**src/rtl/oam_dma_arbiter_pkg.sv**
```systemverilog
// Shared Game Boy bus definitions: OAM DMA register map, transfer geometry and
// the sequencer state encoding used by the arbiter and its sequencer.
package oam_dma_arbiter_pkg;

    localparam logic [15:0] DMA_REG_DEFAULT  = 16'hFF46;
    localparam logic [15:0] DMA_DEST_DEFAULT = 16'hFE00;
    localparam int          DMA_LEN_DEFAULT  = 160;

    localparam logic [1:0] ST_IDLE  = 2'd0;
    localparam logic [1:0] ST_START = 2'd1;
    localparam logic [1:0] ST_RD    = 2'd2;
    localparam logic [1:0] ST_WR    = 2'd3;

    typedef struct packed {
        logic [15:0] address;
        logic [7:0]  wdata;
        logic        nread;
        logic        nwrite;
    } bus_req_t;

    localparam bus_req_t BUS_IDLE = '{address: 16'h0000, wdata: 8'h00, nread: 1'b1, nwrite: 1'b1};

    function automatic logic owns_bus(input logic [1:0] state);
        return state != ST_IDLE;
    endfunction

endpackage

```
**src/rtl/oam_dma_seq.sv**
```systemverilog
// OAM DMA sequencer: copies DMA_LEN bytes from {src_hi, idx} to DMA_DEST+idx,
// one read cycle and one write cycle per byte.
//
// state    | meaning
// ---------+------------------------------------------------------
// ST_IDLE  | bus belongs to the core
// ST_START | one idle bus cycle after a trigger
// ST_RD    | read source byte {src_hi, idx} into data_q
// ST_WR    | write data_q to DMA_DEST+idx, advance or finish
module oam_dma_seq
    import oam_dma_arbiter_pkg::*;
#(
    parameter logic [15:0] DMA_DEST = DMA_DEST_DEFAULT,
    parameter int          DMA_LEN  = DMA_LEN_DEFAULT
) (
    input  logic       clock,
    input  logic       reset,
    input  logic       trigger,
    input  logic [7:0] trigger_data,
    input  logic [7:0] bus_rdata,
    output logic       dma_active,
    output logic [7:0] src_hi,
    output bus_req_t   dma_req
);

    localparam logic [7:0] IDX_LAST = 8'(DMA_LEN - 1);

    logic [1:0] state;
    logic [7:0] idx;
    logic [7:0] data_q;

    // A trigger outranks every state transition, including the final write.
    always_ff @(posedge clock or negedge reset) begin
        if (!reset) begin
            state  <= ST_IDLE;
            idx    <= 8'h00;
            src_hi <= 8'h00;
            data_q <= 8'h00;
        end else if (trigger) begin
            state  <= ST_START;
            idx    <= 8'h00;
            src_hi <= trigger_data;
        end else begin
            case (state)
                ST_START: state <= ST_RD;
                ST_RD: begin
                    data_q <= bus_rdata;
                    state  <= ST_WR;
                end
                ST_WR: begin
                    if (idx == IDX_LAST) begin
                        state <= ST_IDLE;
                        idx   <= 8'h00;
                    end else begin
                        state <= ST_RD;
                        idx   <= idx + 8'h01;
                    end
                end
                default: state <= ST_IDLE;
            endcase
        end
    end

    always_comb begin
        dma_req       = BUS_IDLE;
        dma_req.wdata = data_q;
        case (state)
            ST_RD: begin
                dma_req.address = {src_hi, idx};
                dma_req.nread   = 1'b0;
            end
            ST_WR: begin
                dma_req.address = DMA_DEST + {8'h00, idx};
                dma_req.nwrite  = 1'b0;
            end
            default: ;
        endcase
    end

    assign dma_active = owns_bus(state);

endmodule

```
**src/rtl/oam_dma_arbiter.sv**
```systemverilog
// Core/DMA bus arbiter: passes the core straight through while idle, intercepts
// the DMA trigger register, and stalls the core while the sequencer owns the bus.
module oam_dma_arbiter
    import oam_dma_arbiter_pkg::*;
#(
    parameter logic [15:0] DMA_REG  = DMA_REG_DEFAULT,
    parameter logic [15:0] DMA_DEST = DMA_DEST_DEFAULT,
    parameter int          DMA_LEN  = DMA_LEN_DEFAULT
) (
    input  logic        clock,
    input  logic        reset,
    input  logic [15:0] core_address,
    input  logic [7:0]  core_wdata,
    input  logic        core_nread,
    input  logic        core_nwrite,
    output logic [7:0]  core_rdata,
    output logic        core_wait,
    output logic [15:0] bus_address,
    output logic [7:0]  bus_wdata,
    output logic        bus_nread,
    output logic        bus_nwrite,
    input  logic [7:0]  bus_rdata,
    output logic        dma_active
);

    logic       reg_hit;
    logic       core_req;
    logic       trigger;
    logic [7:0] src_hi;
    bus_req_t   dma_req;

    assign reg_hit  = core_address == DMA_REG;
    assign core_req = !core_nread || !core_nwrite;
    assign trigger  = reg_hit && !core_nwrite;

    oam_dma_seq #(
        .DMA_DEST (DMA_DEST),
        .DMA_LEN  (DMA_LEN)
    ) u_seq (
        .clock        (clock),
        .reset        (reset),
        .trigger      (trigger),
        .trigger_data (core_wdata),
        .bus_rdata    (bus_rdata),
        .dma_active   (dma_active),
        .src_hi       (src_hi),
        .dma_req      (dma_req)
    );

    // The DMA register never reaches the bus and never stalls, in any state.
    always_comb begin
        bus_address = core_address;
        bus_wdata   = core_wdata;
        bus_nread   = core_nread;
        bus_nwrite  = core_nwrite;
        core_rdata  = bus_rdata;
        core_wait   = 1'b0;
        if (dma_active) begin
            bus_address = dma_req.address;
            bus_wdata   = dma_req.wdata;
            bus_nread   = dma_req.nread;
            bus_nwrite  = dma_req.nwrite;
            core_wait   = core_req && !reg_hit;
        end else if (reg_hit) begin
            bus_nread  = 1'b1;
            bus_nwrite = 1'b1;
        end
        if (reg_hit) begin
            core_rdata = src_hi;
        end
    end

endmodule
```
**config.mk**
```make
export PLATFORM = sky130hd
export DESIGN_NAME = oam_dma_arbiter
export DESIGN_NICKNAME = d
export VERILOG_FILES = /design/src/rtl/oam_dma_arbiter_pkg.sv /design/src/rtl/oam_dma_seq.sv /design/src/rtl/oam_dma_arbiter.sv
export SDC_FILE = /design/constraint.sdc
export NUM_CORES = 1
export LEC_CHECK = 0
export CELL_PAD_IN_SITES_DETAIL_PLACEMENT = 1
export CELL_PAD_IN_SITES_GLOBAL_PLACEMENT = 1
export CORE_UTILIZATION = 34
export CTS_BUF_LIST = sky130_fd_sc_hd__clkbuf_8
export DETAILED_ROUTE_END_ITERATION = 8
export PLACE_DENSITY = 0.86
export SYNTH_ARGS = -nofsm -noshare
export SYNTH_HDL_FRONTEND = slang
export SYNTH_SLANG_ARGS = --single-unit
```
**constraint.sdc**
```tcl
create_clock -name clock -period 3.8 [get_ports clock]
set_input_delay 0.57 -clock clock [delete_from_list [all_inputs] [get_ports clock]]
set_output_delay 0.57 -clock clock [all_outputs]
set_load 0.01 [all_outputs]
```
==> metrics <==
share of the synthesized area in the top cell type 41.1%; delay of the slowest critical-path stage 0.60 ns; Peak VDD IR 125 µV; Max Slew Vio Count 0; Initial Util 35.9%; Unique masters post-synth 32; synthesized area per cell 9.83 µm²; largest net degree at the start of global routing 33; Via density 5.37; Seq/Total Area, Yosys 41.1%; global-route wire length before repair 8.26 mm; design area 2450 µm²; Post-Route Utilization 55.5%; die span in x 70.2 µm; Die Y-Extent 70.2 µm; Post-route DRC 0; number of gates resized after cts 0; Post-synth top cells mux2_2 (32), dfrtp_1 (26), o21ai_0 (21); Critical Path Fanout Max 8; most common cell in the netlist mux2_2; Tmin final 3.56 ns; Hold WS 0.511 ns; Row Count 24; FMAX 281 MHz; WL/cell 17.4 µm; CTS tree built; CP Class in2out; synthesized area 1580 µm²; share of total power in the clock network 29.9%; Finished Layout Cells 286; dpl cell area 2380 µm²; Post-synth EDFFs 0; worst skew pair latency 0.28 ns; routability congestion estimate 0.889; hold_buf cts 0; yosys warns 0; placed instance count 282; vias in the first global route 1,695; total track usage 21.5%; hpwl dp 3.70 mm; CP startpoint kind input port; cts bufs inserted 3; vias 1,536; count of state elements after synthesis 26; unrepaired setup endpoints after global routing no; H-tree levels 1; period utilisation layout 93.6%; postcts setup bufs 0; Power Density 322 nW/µm²; overall die area 4930 µm²; Ports 72; Max transition margin 65.9%; combinational power share 28.3%; root buffer cell clkbuf_8; internal power 575 µW; # port buffers 71; Switch Pwr 214 µW; CP max-delay cell or4b_1; TritonCTS Sinks 26; Syn Nets 198; Post-synth top flop dfrtp_1; final setup TNS 0 ns; Final setup viols 0; switching share of power 27.1%; area leader, netlist dfrtp_1; Synth Instances 161; CTS clk-pin slew, worst paths 0.10 ns; Synth-to-Final Area Change 54.9%; WL final 4.98 mm; 1st-iter DRT viols 81; share of cells above drive strength 1 19.2%; initial antenna violation count 0; critical-path cell list clkdlybuf4s50_1, or4b_1, nor4_2, buf_4, mux2_2, clkdlybuf4s50_1; critical path's most frequent cell clkdlybuf4s50_1; drt pass-1 iters 4; ys async rst share 100%; Placeable Area 4410 µm²; Max Buffers Root-to-Sink 2; Final nets 272; post-route ant nets 0; Static Leakage 0.000995 µW; Synth area leaders dfrtp_1 (41%), mux2_2 (23%), o21ai_0 (6.6%); Max-Cap Viols 0; Ant. Diodes 0; grt total ovfl 0; Hold Fails Final Rpt 0; Flop pwr share 41.8%; worst hold path class reg2reg; CP Capture Type primary output; Worst-Margin Slew 0.509 ns; Worst Path Arrival 2.99 ns; Layout Skew 0.00321 ns; status finished, final reports clean; Critical Path RT 3.23 ns
power by group through the flow:
stage	clock, µW	sequential [µW]	combinational [µW]
after CTS	240	329	224
after global routing	251	333	242
after detailed placement	0	335	222
after global placement	0	334	217
final	236	330	223
after floorplan	0	327	108
kinds of logic after synthesis:
| logic type | share of synthesized area, % |
|---|---|
| compound gates | 14.0 |
| xor+xnor | 1.66 |
| fa+ha+maj | 0.790 |
| buf+inv | 3.08 |
| flops | 41.1 |
| mux | 23.4 |
| simple gates | 16.0 |
layer usage:
layer / GRT usage [%] / vias to the layer above / wire length (µm) / part of all wire [%]
met3: 4.62 / 7 / 289 / 5.8
met2: 36.6 / 49 / 2480 / 50
met4: 8.67 / 0 / 91 / 1.8
met1: 26.3 / 749 / 2120 / 43
met5: 0 / - / 0 / 0
li1: - / 731 / - / -
through the flow:
| stage | setup slack (ns) | power, µW |
|---|---|---|
| after floorplan | 1.11 | 435 |
| after global placement | 0.305 | 552 |
| after detailed placement | 0.244 | 557 |
| after CTS | 0.211 | 794 |
| after global routing | 0.0946 | 826 |
| final | 0.243 | 789 |
registers in the layout (all words and copies together), names as in the netlist:
signal	flops
u_seq.state	2
u_seq.src_hi	8
u_seq.data_q	8
u_seq.idx	8
layout make-up:
cell class / instances / area, µm²
Fill cell: 510 / 1960
Multi-Input combinational cell: 123 / 890
Timing Repair Buffer: 78 / 763
Sequential cell: 26 / 651
Tap cell: 52 / 65.1
Clock buffer: 3 / 41.3
Clock inverter: 1 / 30.0
Inverter: 3 / 11.3
critical path, delay by kind of cell:
kind	cells	cell delay, ns
multiplexers	1	0.34
AND/OR/NAND/NOR	2	0.95
buffers and inverters	3	1.11
cell usage in the layout, fill, tap and decap left out:
master           instances
nor2b_1                  1
mux2_2                  32
or4b_1                   1
nand3b_1                 1
xnor2_1                  1
nand3_1                  3
a21o_1                   1
o21ai_0                 21
xor2_1                   2
a311oi_1                 1
clkdlybuf4s50_1         71
nor3_1                   2
dfrtp_1                 26
nand2b_1                 4
buf_4                    7
a21oi_1                  4
inv_1                    2
nand4b_1                 2
bufinv_16                1
mux2i_1                  1
nor2_1                  12
a22o_1                   4
or2b_1                   1
ha_1                     1
clkbuf_8                 3
o211ai_4                 1
nor4_2                   1
or4_1                    1
a211oi_1                 2
and3_1                   2
o31a_1                   1
nand4_1                  3
clkinv_1                 1
nand2_1                 17
worst paths after layout:
path                       slack, ns  cells after the start                     endpoint                        start
max                             0.24                      6                core_rdata[0]              core_address[4]
min                             0.51                      1  u_seq.data_q[4]$_DFFE_PN0P_  u_seq.data_q[4]$_DFFE_PN0P_
max reg2reg                     1.86                      3  u_seq.data_q[7]$_DFFE_PN0P_     u_seq.state[0]$_DFF_PN0_
min reg2reg                     0.51                      1  u_seq.data_q[4]$_DFFE_PN0P_  u_seq.data_q[4]$_DFFE_PN0P_
max in group asynchronous       2.87                      2     u_seq.idx[2]$_DFFE_PN0P_                        reset
min in group asynchronous       0.67                      2  u_seq.data_q[0]$_DFFE_PN0P_                        reset
No activity file was read; power rests on OpenSTA's default activity.
